## src/rtl/vx_tcu_pkg.sv

```systemverilog
// Shared types and constants for the TCU micro-op sequencer.
package vx_tcu_pkg;

  localparam int TCU_STEP_W = 4;

  typedef enum logic [1:0] {
    ST_IDLE  = 2'd0,
    ST_ISSUE = 2'd1,
    ST_DRAIN = 2'd2,
    ST_DONE  = 2'd3
  } tcu_seq_state_e;

  // Warp id width; a single-warp build still carries a one-bit id.
  function automatic int wid_bits(input int num_warps);
    return (num_warps > 1) ? $clog2(num_warps) : 1;
  endfunction

endpackage

```

## src/rtl/vx_tcu_sequencer_if.sv

```systemverilog
// Command, micro-op, response and completion signals of the TCU sequencer.
// The master modport is the sequencer's view; slave is the surrounding core.
interface vx_tcu_sequencer_if #(
  parameter int NUM_WARPS = 4
) ();
  import vx_tcu_pkg::*;

  localparam int WID_W = wid_bits(NUM_WARPS);

  logic                  req_valid;
  logic                  req_ready;
  logic [WID_W-1:0]      req_wid;
  logic [TCU_STEP_W-1:0] req_m_cnt;
  logic [TCU_STEP_W-1:0] req_n_cnt;
  logic [TCU_STEP_W-1:0] req_k_cnt;

  logic                  uop_valid;
  logic                  uop_ready;
  logic [WID_W-1:0]      uop_wid;
  logic [TCU_STEP_W-1:0] uop_step_m;
  logic [TCU_STEP_W-1:0] uop_step_n;
  logic [TCU_STEP_W-1:0] uop_step_k;
  logic                  uop_last;

  logic                  rsp_fire;

  logic                  cmp_valid;
  logic                  cmp_ready;
  logic [WID_W-1:0]      cmp_wid;

  modport master (
    input  req_valid, req_wid, req_m_cnt, req_n_cnt, req_k_cnt,
    output req_ready,
    output uop_valid, uop_wid, uop_step_m, uop_step_n, uop_step_k, uop_last,
    input  uop_ready,
    input  rsp_fire,
    output cmp_valid, cmp_wid,
    input  cmp_ready
  );

  modport slave (
    output req_valid, req_wid, req_m_cnt, req_n_cnt, req_k_cnt,
    input  req_ready,
    input  uop_valid, uop_wid, uop_step_m, uop_step_n, uop_step_k, uop_last,
    output uop_ready,
    output rsp_fire,
    input  cmp_valid, cmp_wid,
    output cmp_ready
  );

endinterface

```

## src/rtl/vx_tcu_credit_cnt.sv

```systemverilog
// Tracks micro-ops in flight inside the TCU core; a response arriving with
// nothing outstanding is stale (e.g. from before a reset) and is dropped.
module vx_tcu_credit_cnt #(
  parameter int MAX_OUTSTANDING = 8
) (
  input  logic clk,
  input  logic reset,
  input  logic inc,
  input  logic dec,
  output logic full,
  output logic empty
);

  localparam int CNT_W = $clog2(MAX_OUTSTANDING) + 1;

  logic [CNT_W-1:0] count;
  logic             dec_ok;

  assign dec_ok = dec && (count != '0);
  assign full   = (count == CNT_W'(MAX_OUTSTANDING));
  assign empty  = (count == '0);

  // Count up on issue, down on accepted result, hold when both coincide.
  always_ff @(posedge clk or negedge reset) begin
    if (!reset) begin
      count <= '0;
    end else if (inc && !dec_ok) begin
      count <= count + 1'b1;
    end else if (!inc && dec_ok) begin
      count <= count - 1'b1;
    end
  end

  spurious_rsp_a : assert property (@(posedge clk) disable iff (!reset) !(dec && empty));

endmodule

```

## src/rtl/vx_tcu_sequencer.sv

```systemverilog
// Expands one MMA command into (m+1)*(n+1)*(k+1) micro-ops, ordered k outer,
// m middle, n inner, throttled by a credit count of results still in flight.
module vx_tcu_sequencer
  import vx_tcu_pkg::*;
#(
  parameter int NUM_WARPS       = 4,
  parameter int MAX_OUTSTANDING = 8
) (
  input  logic                clk,
  input  logic                reset,
  vx_tcu_sequencer_if.master  bus,
  output logic                busy
);

  localparam int WID_W = wid_bits(NUM_WARPS);

  tcu_seq_state_e        state;
  logic [WID_W-1:0]      wid_q;
  logic [TCU_STEP_W-1:0] m_cnt;
  logic [TCU_STEP_W-1:0] n_cnt;
  logic [TCU_STEP_W-1:0] k_cnt;
  logic [TCU_STEP_W-1:0] step_m;
  logic [TCU_STEP_W-1:0] step_n;
  logic [TCU_STEP_W-1:0] step_k;

  logic credit_full;
  logic credit_empty;
  logic uop_fire;
  logic n_wrap;
  logic m_wrap;
  logic at_last;

  assign n_wrap  = (step_n == n_cnt);
  assign m_wrap  = (step_m == m_cnt);
  assign at_last = n_wrap && m_wrap && (step_k == k_cnt);

  assign bus.req_ready  = (state == ST_IDLE);
  assign bus.uop_valid  = (state == ST_ISSUE) && !credit_full;
  assign bus.uop_wid    = wid_q;
  assign bus.uop_step_m = step_m;
  assign bus.uop_step_n = step_n;
  assign bus.uop_step_k = step_k;
  assign bus.uop_last   = (state == ST_ISSUE) && at_last;
  assign bus.cmp_valid  = (state == ST_DONE);
  assign bus.cmp_wid    = wid_q;
  assign busy           = (state != ST_IDLE);

  assign uop_fire = bus.uop_valid && bus.uop_ready;

  vx_tcu_credit_cnt #(
    .MAX_OUTSTANDING(MAX_OUTSTANDING)
  ) u_credit (
    .clk   (clk),
    .reset (reset),
    .inc   (uop_fire),
    .dec   (bus.rsp_fire),
    .full  (credit_full),
    .empty (credit_empty)
  );

  // Command FSM plus the k/m/n step walker that feeds the micro-op fields.
  always_ff @(posedge clk or negedge reset) begin
    if (!reset) begin
      state  <= ST_IDLE;
      wid_q  <= '0;
      m_cnt  <= '0;
      n_cnt  <= '0;
      k_cnt  <= '0;
      step_m <= '0;
      step_n <= '0;
      step_k <= '0;
    end else begin
      case (state)
        ST_IDLE: begin
          if (bus.req_valid) begin
            wid_q  <= bus.req_wid;
            m_cnt  <= bus.req_m_cnt;
            n_cnt  <= bus.req_n_cnt;
            k_cnt  <= bus.req_k_cnt;
            step_m <= '0;
            step_n <= '0;
            step_k <= '0;
            state  <= ST_ISSUE;
          end
        end
        ST_ISSUE: begin
          if (uop_fire) begin
            if (at_last) begin
              state <= ST_DRAIN;
            end else if (!n_wrap) begin
              step_n <= step_n + 1'b1;
            end else begin
              step_n <= '0;
              if (!m_wrap) begin
                step_m <= step_m + 1'b1;
              end else begin
                step_m <= '0;
                step_k <= step_k + 1'b1;
              end
            end
          end
        end
        ST_DRAIN: begin
          if (credit_empty) begin
            state <= ST_DONE;
          end
        end
        ST_DONE: begin
          if (bus.cmp_ready) begin
            state <= ST_IDLE;
          end
        end
        default: state <= ST_IDLE;
      endcase
    end
  end

endmodule

```

## src/flat_wrapper.sv

```systemverilog
// flat-port wrapper written by rule: the top's interface ports become plain ports
module vx_tcu_sequencer_flat import vx_tcu_pkg::*;
#(
  parameter int NUM_WARPS       = 4,
  parameter int MAX_OUTSTANDING = 8
)
  (clk, reset, busy, bus_req_valid, bus_req_wid, bus_req_m_cnt, bus_req_n_cnt, bus_req_k_cnt, bus_req_ready, bus_uop_valid, bus_uop_wid, bus_uop_step_m, bus_uop_step_n, bus_uop_step_k, bus_uop_last, bus_uop_ready, bus_rsp_fire, bus_cmp_valid, bus_cmp_wid, bus_cmp_ready);
  vx_tcu_sequencer_if #(.NUM_WARPS(NUM_WARPS)) bus_i ();
  input  logic clk;
  input  logic reset;
  output logic busy;
  input wire logic [$bits(bus_i.req_valid)-1:0] bus_req_valid;
  input wire logic [$bits(bus_i.req_wid)-1:0] bus_req_wid;
  input wire logic [$bits(bus_i.req_m_cnt)-1:0] bus_req_m_cnt;
  input wire logic [$bits(bus_i.req_n_cnt)-1:0] bus_req_n_cnt;
  input wire logic [$bits(bus_i.req_k_cnt)-1:0] bus_req_k_cnt;
  output wire logic [$bits(bus_i.req_ready)-1:0] bus_req_ready;
  output wire logic [$bits(bus_i.uop_valid)-1:0] bus_uop_valid;
  output wire logic [$bits(bus_i.uop_wid)-1:0] bus_uop_wid;
  output wire logic [$bits(bus_i.uop_step_m)-1:0] bus_uop_step_m;
  output wire logic [$bits(bus_i.uop_step_n)-1:0] bus_uop_step_n;
  output wire logic [$bits(bus_i.uop_step_k)-1:0] bus_uop_step_k;
  output wire logic [$bits(bus_i.uop_last)-1:0] bus_uop_last;
  input wire logic [$bits(bus_i.uop_ready)-1:0] bus_uop_ready;
  input wire logic [$bits(bus_i.rsp_fire)-1:0] bus_rsp_fire;
  output wire logic [$bits(bus_i.cmp_valid)-1:0] bus_cmp_valid;
  output wire logic [$bits(bus_i.cmp_wid)-1:0] bus_cmp_wid;
  input wire logic [$bits(bus_i.cmp_ready)-1:0] bus_cmp_ready;
  assign bus_i.req_valid = bus_req_valid;
  assign bus_i.req_wid = bus_req_wid;
  assign bus_i.req_m_cnt = bus_req_m_cnt;
  assign bus_i.req_n_cnt = bus_req_n_cnt;
  assign bus_i.req_k_cnt = bus_req_k_cnt;
  assign bus_req_ready = bus_i.req_ready;
  assign bus_uop_valid = bus_i.uop_valid;
  assign bus_uop_wid = bus_i.uop_wid;
  assign bus_uop_step_m = bus_i.uop_step_m;
  assign bus_uop_step_n = bus_i.uop_step_n;
  assign bus_uop_step_k = bus_i.uop_step_k;
  assign bus_uop_last = bus_i.uop_last;
  assign bus_i.uop_ready = bus_uop_ready;
  assign bus_i.rsp_fire = bus_rsp_fire;
  assign bus_cmp_valid = bus_i.cmp_valid;
  assign bus_cmp_wid = bus_i.cmp_wid;
  assign bus_i.cmp_ready = bus_cmp_ready;
  vx_tcu_sequencer #(.NUM_WARPS(NUM_WARPS), .MAX_OUTSTANDING(MAX_OUTSTANDING)) u_core (.clk(clk), .reset(reset), .bus(bus_i), .busy(busy));
endmodule
```

## config.mk

```make
export PLATFORM = sky130hd
export DESIGN_NAME = vx_tcu_sequencer_flat
export DESIGN_NICKNAME = d
export VERILOG_FILES = /design/src/rtl/vx_tcu_pkg.sv /design/src/rtl/vx_tcu_sequencer_if.sv /design/src/rtl/vx_tcu_credit_cnt.sv /design/src/rtl/vx_tcu_sequencer.sv /design/src/flat_wrapper.sv
export SDC_FILE = /design/constraint.sdc
export NUM_CORES = 1
export LEC_CHECK = 0
export ABC_AREA = 1
export CORE_MARGIN = 10
export CORE_UTILIZATION = 56
export CTS_BUF_LIST = sky130_fd_sc_hd__clkbuf_2 sky130_fd_sc_hd__clkbuf_4 sky130_fd_sc_hd__clkbuf_8
export DETAILED_ROUTE_END_ITERATION = 16
export DONT_BUFFER_PORTS = 1
export PLACE_DENSITY_LB_ADDON = 0.2
export SETUP_SLACK_MARGIN = 0.02
export SLEW_MARGIN = 20
export SYNTH_ARGS = -nofsm -noshare
export SYNTH_HDL_FRONTEND = slang
export SYNTH_SLANG_ARGS = --single-unit
```

## constraint.sdc

```tcl
create_clock -name clk -period 2.5 [get_ports clk]
set_clock_uncertainty 0.2 [all_clocks]
set_input_delay 0.625 -clock clk [delete_from_list [all_inputs] [get_ports clk]]
set_output_delay 0.625 -clock clk [all_outputs]
set_load 0.02 [all_outputs]
```

Word-level counts from Yosys, hierarchy flattened
Cells that the tools add are included.
{"block": "classes", "n_mux": 23, "n_eq_ne": 15, "n_reduce_logical": 22, "addsub": 5}
{"operator": "4-bit 2-to-1 mux", "count": 14}
{"operator": "4-bit case mux with 2 select lines", "count": 3}
{"operator": "4-bit by 1-bit adder with 4-bit output (second input constant)", "count": 4}
{"operator": "4-bit equality test", "count": 3}
{"operator": "2-bit 2-to-1 mux", "count": 5}
{"operator": "2-bit by 1-bit inequality test with 1-bit output (second input constant)", "count": 5}
{"operator": "5-bit AND reduction", "count": 2}
{"operator": "1-bit logical AND", "count": 8}
{"operator": "2-bit case mux with 4 select lines", "count": 1}
{"operator": "2-bit inequality test (second input constant)", "count": 3}
{"operator": "6-bit AND reduction", "count": 1}
{"operator": "2-bit nonzero test", "count": 3}
{"operator": "2-bit equality test (second input constant)", "count": 2}
{"operator": "4-bit equality test (second input constant)", "count": 1}
{"operator": "4-bit zero test", "count": 1}
{"operator": "4-bit AND reduction", "count": 1}
{"operator": "4-bit nonzero test", "count": 1}
{"operator": "4-bit by 1-bit subtractor with 4-bit output (second input constant)", "count": 1}
{"operator": "1-bit zero test", "count": 3}
{"operator": "2-bit by 1-bit equality test with 1-bit output (second input constant)", "count": 1}
{"operator": "2-bit zero test", "count": 1}
{"operator": "2-bit AND reduction", "count": 1}
{"block": "totals", "ff_bits": 32, "output_inout_bits": 21}

Longest topological paths before layout
{"block": "logic_depth", "depth_word": 8, "depth_mapped": 13}

By module
Synthesis repeated with hierarchy kept, for this count alone.
{"block": "hier_totals", "hier_cells": 270, "area_unflattened_um2": 2097.0}
{"mod": "vx_tcu_sequencer", "instances": 1, "cells_each": 233, "seq_area_each_um2": 700.7, "area_each_um2": 1811.7}
{"mod": "vx_tcu_credit_cnt", "instances": 1, "cells_each": 37, "seq_area_each_um2": 100.1, "area_each_um2": 285.3}

Worst setup path after synthesis
Ideal clock, no wire load.
{"block": "synth_path", "path_kind": "flip-flop to flip-flop", "start": "reg u_core.state[1]", "end": "reg u_core.u_credit.count[3]", "t_arrival_ns": 2.071, "stages_incl_launch_ff": 14, "required_ns": 2.184, "path_slack_ns": 0.113, "synth_period_minus_slack_ns": 2.387, "path_cell_list": "dfrtp_1 inv_1 ha_1 buf_2 inv_1 nor3_1 ha_1 inv_1 ha_1 a21oi_1 o21ai_0 xor2_1 nand2_1 nand2_1"}
{"block": "synth_between", "elab_chain_len": 6, "word_cells_on_any_way": 8, "cone_classes": "1 x eq/ne; 1 x mux; 6 x reduce/logical"}
{"item": "start, declared", "line": "vx_tcu_sequencer.sv:17", "rtl": "tcu_seq_state_e state;"}
{"item": "start signal, assigned", "line": "vx_tcu_sequencer.sv:64", "rtl": "state <= ST_IDLE;"}
{"item": "start signal, assigned", "line": "vx_tcu_sequencer.sv:83", "rtl": "state <= ST_ISSUE;"}
{"item": "start signal, assigned", "line": "vx_tcu_sequencer.sv:89", "rtl": "state <= ST_DRAIN;"}
{"item": "2-bit by 1-bit equality test with 1-bit output (*)", "line": "vx_tcu_sequencer.sv:38", "rtl": "assign bus.uop_valid = (state == ST_ISSUE) && !credit_full;"}
{"item": "1-bit logical AND (*)", "line": "vx_tcu_sequencer.sv:38"}
{"item": "1-bit logical AND (*)", "line": "vx_tcu_sequencer.sv:48", "rtl": "assign uop_fire = bus.uop_valid && bus.uop_ready;"}
{"item": "1-bit zero test", "line": "vx_tcu_credit_cnt.sv:29", "rtl": "end else if (!inc && dec_ok) begin"}
{"item": "1-bit logical AND", "line": "vx_tcu_credit_cnt.sv:29"}
{"item": "2-bit nonzero test (no line)"}
{"item": "end signal, assigned", "line": "vx_tcu_credit_cnt.sv:28", "rtl": "count <= count + 1'b1;"}
{"item": "end signal, assigned", "line": "vx_tcu_credit_cnt.sv:30", "rtl": "count <= count - 1'b1;"}
{"item": "end, declared", "line": "vx_tcu_credit_cnt.sv:16", "rtl": "logic [CNT_W-1:0] count;"}
Mark *: on every way between the ends. The rest lies on a longest branch, timed or not.
A chain may end at the register's enable or synchronous reset.

Worst setup path in the final report
{"block": "layout_path", "start": "reg u_core.step_k[3] (netlist: u_core.bus.uop_step_k[3])", "end": "out bus_uop_last"}
{"block": "layout_between", "elab_chain_len": 3}
{"item": "start, declared", "line": "vx_tcu_sequencer.sv:24", "rtl": "logic [TCU_STEP_W-1:0] step_k;"}
{"item": "start signal, assigned", "line": "vx_tcu_sequencer.sv:98", "rtl": "step_k <= step_k + 1'b1;"}
{"item": "4-bit equality test", "line": "vx_tcu_sequencer.sv:35", "rtl": "assign at_last = n_wrap && m_wrap && (step_k == k_cnt);"}
{"item": "1-bit logical AND", "line": "vx_tcu_sequencer.sv:35"}
{"item": "1-bit logical AND", "line": "vx_tcu_sequencer.sv:43", "rtl": "assign bus.uop_last = (state == ST_ISSUE) && at_last;"}
{"item": "end, declared", "line": "flat_wrapper.sv:23", "rtl": "output wire logic [$bits(bus_i.uop_last)-1:0] bus_uop_last;"}
Every way passes these cells.

==> impl_metrics.py <==
metrics = {
    "run_status": {
        "outcome": "complete, no violations",
    },
    "min_path": {
        "hp-start": "bus_req_wid[1]",
        "end_of_the_worst_hold_path": "u_core.bus.cmp_wid[1]$_DFFE_PN0P_",
        "number_of_cells_traversed_by_the_worst_hold_path": 1,
        "hp-class": "in -> reg",
    },
    "logic_synthesis": {
        "synth_seq_area_share_pct": 42.05,
        "synth-async-reset-ratio_pct": 100.0,
        "synthDominantCellAreaShare_pct": 42.05,
        "synthFlopType": "sky130_fd_sc_hd__dfrtp_1",
        "synth_area_um2": 1904,
        "net_count_after_synthesis": 272,
        "yosys_warnings": 0,
        "netlist-cell-type-count": 25,
        "netlist_top_cells_area": "sky130_fd_sc_hd__dfrtp_1 42%, sky130_fd_sc_hd__nand2_1 14%, sky130_fd_sc_hd__ha_1 6.6%",
        "postSynthRegisterBits": 32,
        "netlist.top_cell.by_area": "sky130_fd_sc_hd__dfrtp_1",
        "commonest_cells_post_synth": "73 x sky130_fd_sc_hd__nand2_1, 32 x sky130_fd_sc_hd__dfrtp_1, 28 x sky130_fd_sc_hd__inv_1",
        "synthesis.instances": 241,
        "postSynthAreaPerCell_um2": 7.902,
        "synth_edf_count": 0,
        "top_count_cell_post_synth": "sky130_fd_sc_hd__nand2_1",
    },
    "global_route": {
        "via_count_of_the_first_global_routing_pass": 1512,
        "global_route.usage.met2_pct": 21.79,
        "grt_most_used_layer": "met2",
        "antenna_violations_before_repair": 0,
        "gr-usage-all-layers_pct": 13.53,
        "grt_pass1_wl_um": 6658,
        "use_met1_pct": 15.31,
        "grt.overflow.total": 0,
        "grt_start_max_net_pins": 33,
        "met3_usage_pct": 5.125,
    },
    "route": {
        "antenna_viol_nets_final": 0,
        "dr_total_vias": 1509,
        "first_iter_violations": 73,
        "wl_per_cell_um": 12.66,
        "drc": 0,
        "wirelength_um": 3862,
        "viasPerCell": 4.948,
        "detailedRoute.firstPassIterationCount": 4,
    },
    "sta": {
        "final_period_minus_worst_setup_slack_ps": 2363,
        "final.setup.tns_ps": 0,
        "unrepaired_setup_endpoints_after_global_routing": "no",
        "final-hold-violation-count": 0,
        "maximum_achievable_frequency_mhz": 423.1,
        "final_setup_violating_endpoints": 0,
        "slew_at_the_pin_closest_to_its_max_slew_limit_ps": 453.7,
        "max_slew_margin_pct": 69.76,
        "maxSlewViolCount": 0,
        "finalCritPeriodShare_pct": 94.54,
    },
    "critical_path": {
        "critical-path-max-stage-delay_ps": 550,
        "path_class": "reg -> out",
        "critPathMaxFanout": 4,
        "cp.buffers_inverters": 1,
        "setup.reg_to_reg.worst_slack_ps": 280,
        "worstPathArrival_ps": 1540,
        "worst_path_max_delay_cell": "sky130_fd_sc_hd__dfrtp_1",
        "crit-reg2reg-capture": "u_core.u_credit.count[3]$_DFFE_PN0P_",
        "r2r_cells": 12,
        "endpoint_kind": "primary output",
        "worst_path_dominant_cell_family": "flip-flops",
        "worst-endpoint-required_ps": 1670,
        "worstPathCellList": "xnor2_1, nand2_1, nor2_1, nand3_2, inv_2",
        "r2r_start": "u_core.state[1]$_DFFE_PN0P_",
        "timing.critical_path.from_type": "flip-flop",
    },
    "clocking": {
        "clock_path_buffers": 2,
        "numClockSinks": 32,
        "cts_made_buffers": 5,
        "htree_num_levels": 2,
        "clock_latency_ps": 330,
        "clockRootBuffer": "sky130_fd_sc_hd__clkbuf_4",
        "tritoncts_clock_tree": "built",
        "clock_pin_slew_worst_setup_and_hold_paths_ps": 90,
    },
    "final_layout": {
        "area_delta_synth_final_pct": 12.62,
        "layoutNonFillerInstCount": 305,
        "finalNetCount": 290,
        "final_layout_size_suffix_gt1_share_pct": 18.15,
        "num_antenna_cells": 0,
    },
    "floorplan": {
        "die-area_um2": 6133,
        "start_util_pct": 57.52,
        "core_area_um2": 3311,
        "dieWidth_um": 78.32,
        "ios": 41,
        "row_count": 21,
        "die_y_um": 78.32,
    },
    "power_and_ir_drop": {
        "power.density_nw_per_um2": 1175,
        "leakagePower_uw": 0.001099,
        "largest_vdd_supply_drop_mv": 0.8491,
        "post-layout-total-power_uw": 2521,
    },
    "placement": {
        "portBuffers": 0,
        "place_inst": 294,
        "gpl.final_weighted_congestion": 0.7865,
        "hpwl_dp_um": 2969,
    },
    "flow_run": {
        "max_cap_violations": 0,
    },
}
[worst reg2reg max path: cells and delay by family, from the launching register on]
kind	cells	cell delay (ps)
adders and majority gates	3	670
and+or+nand+nor	4	330
xor gates and xnor gates	1	150
buffers and inverters	3	270
AOI/OAI and AO/OA	1	140
DFF	1	400
[how the worst max path moves through the flow]
| stage | start | end | slack [ps] | depth (start not counted) |
|---|---|---|---|---|
| after floorplan | u_core.state[1]$_DFFE_PN0P_ | u_core.u_credit.count[3]$_DFFE_PN0P_ | 110 | 13 |
| after global placement | u_core.state[1]$_DFFE_PN0P_ | u_core.u_credit.count[3]$_DFFE_PN0P_ | 210 | 12 |
| after detailed placement | u_core.state[1]$_DFFE_PN0P_ | u_core.u_credit.count[3]$_DFFE_PN0P_ | 130 | 12 |
| after CTS | u_core.bus.uop_step_k[3]$_DFFE_PN0P_ | bus_uop_last | 40 | 5 |
| after global routing | u_core.state[1]$_DFFE_PN0P_ | u_core.u_credit.count[3]$_DFFE_PN0P_ | 20 | 12 |
| final | u_core.bus.uop_step_k[3]$_DFFE_PN0P_ | bus_uop_last | 140 | 5 |
[where the power goes]
group,internal [uW],switching (uW),leakage [uW]
Clock,114,169,0.0000315
Combinational,527,775,0.000677
Sequential,718,217,0.000391
Total,1360,1160,0.00110
[routing by layer]
layer	routed length, um	vias to the layer above
met5	0	-
met4	37	0
met3	299	4
met2	1842	29
met1	1682	683
li1	-	793
[timing repair]
item                                   CTS  global route
gates resized for setup                  1             8
setup endpoints to repair                1             3
hold buffers                             2             0
setup buffers                            0             2
pin swaps                                0             1
endpoints found under the hold margin   32             0
[state kept, by name, indices dropped and copies added, names as in the netlist]
name / count
u_core.m_cnt: 4
u_core.bus.cmp_wid: 2
u_core.k_cnt: 4
u_core.bus.uop_step_m: 4
u_core.n_cnt: 4
u_core.state: 2
u_core.bus.uop_step_k: 4
u_core.u_credit.count: 4
u_core.bus.uop_step_n: 4
[cells by family (layout without fill, tap and decap cells)]
| kind of cell | after synthesis | in the layout | share of synthesized area, % |
|---|---|---|---|
| DFF | 32 | 32 | 42.05 |
| adders and majority gates | 11 | 11 | 7.622 |
| buffers and inverters | 38 | 56 | 8.410 |
| AOI/OAI and AO/OA | 19 | 19 | 5.322 |
| xor gates and xnor gates | 13 | 13 | 5.979 |
| muxes | 7 | 7 | 4.140 |
| and+or+nand+nor | 121 | 121 | 26.48 |
[through the flow]
| stage | hold slack [ps] | setup WS, ps | cell area (um^2) | utilization (%) |
|---|---|---|---|---|
| floorplan | 129.4 | 112.7 | 1904 | - |
| global route | 224.0 | 16.24 | 2145 | 64.78 |
| global placement | 130.6 | 213.0 | 2023 | 61.11 |
| CTS | 220.5 | 44.39 | 2105 | 63.57 |
| finish | 236.1 | 136.5 | 2145 | 64.78 |
| detailed placement | 130.5 | 130.1 | 2023 | 61.11 |
[cell type report]
| type | count | area (um^2) |
|---|---|---|
| clock buffers | 6 | 45.04 |
| multi-input cells | 171 | 965.9 |
| inverters | 31 | 116.4 |
| clock inverters | 1 | 5.005 |
| fillers | 302 | 1166 |
| repair buffers | 18 | 150.1 |
| well taps | 46 | 57.56 |
| flip-flops and latches | 32 | 804.5 |
[layout by cell type, fill, tap and decap left out]
cell | netlist | layout
sky130_fd_sc_hd__nand2_1 | 73 | 72
sky130_fd_sc_hd__dfrtp_1 | 32 | 29
sky130_fd_sc_hd__inv_1 | 28 | 27
sky130_fd_sc_hd__nor2_1 | 27 | 27
sky130_fd_sc_hd__buf_4 | 2 | 16
sky130_fd_sc_hd__xnor2_1 | 9 | 9
sky130_fd_sc_hd__a21oi_1 | 9 | 9
sky130_fd_sc_hd__nand4_1 | 9 | 9
sky130_fd_sc_hd__ha_1 | 10 | 8
sky130_fd_sc_hd__mux2_2 | 7 | 7
sky130_fd_sc_hd__nand3_1 | 6 | 6
sky130_fd_sc_hd__o21ai_0 | 7 | 6
sky130_fd_sc_hd__clkbuf_4 | 0 | 6
sky130_fd_sc_hd__inv_2 | 3 | 4
sky130_fd_sc_hd__xor2_1 | 4 | 4
sky130_fd_sc_hd__dfrtp_2 | 0 | 3
sky130_fd_sc_hd__nand3_2 | 2 | 2
sky130_fd_sc_hd__o21ai_1 | 1 | 2
sky130_fd_sc_hd__nor3_2 | 0 | 1
sky130_fd_sc_hd__nand2_2 | 0 | 1
sky130_fd_sc_hd__nor2_2 | 1 | 1
sky130_fd_sc_hd__o31ai_1 | 1 | 1
sky130_fd_sc_hd__or2_2 | 1 | 1
sky130_fd_sc_hd__o21ai_2 | 1 | 1
sky130_fd_sc_hd__nor3_1 | 2 | 1
sky130_fd_sc_hd__fa_1 | 1 | 1
sky130_fd_sc_hd__ha_4 | 0 | 1
sky130_fd_sc_hd__ha_2 | 0 | 1
sky130_fd_sc_hd__clkinv_2 | 0 | 1
sky130_fd_sc_hd__buf_12 | 0 | 1
sky130_fd_sc_hd__dlygate4sd3_1 | 0 | 1
No activity file was read; power rests on OpenSTA's default activity.
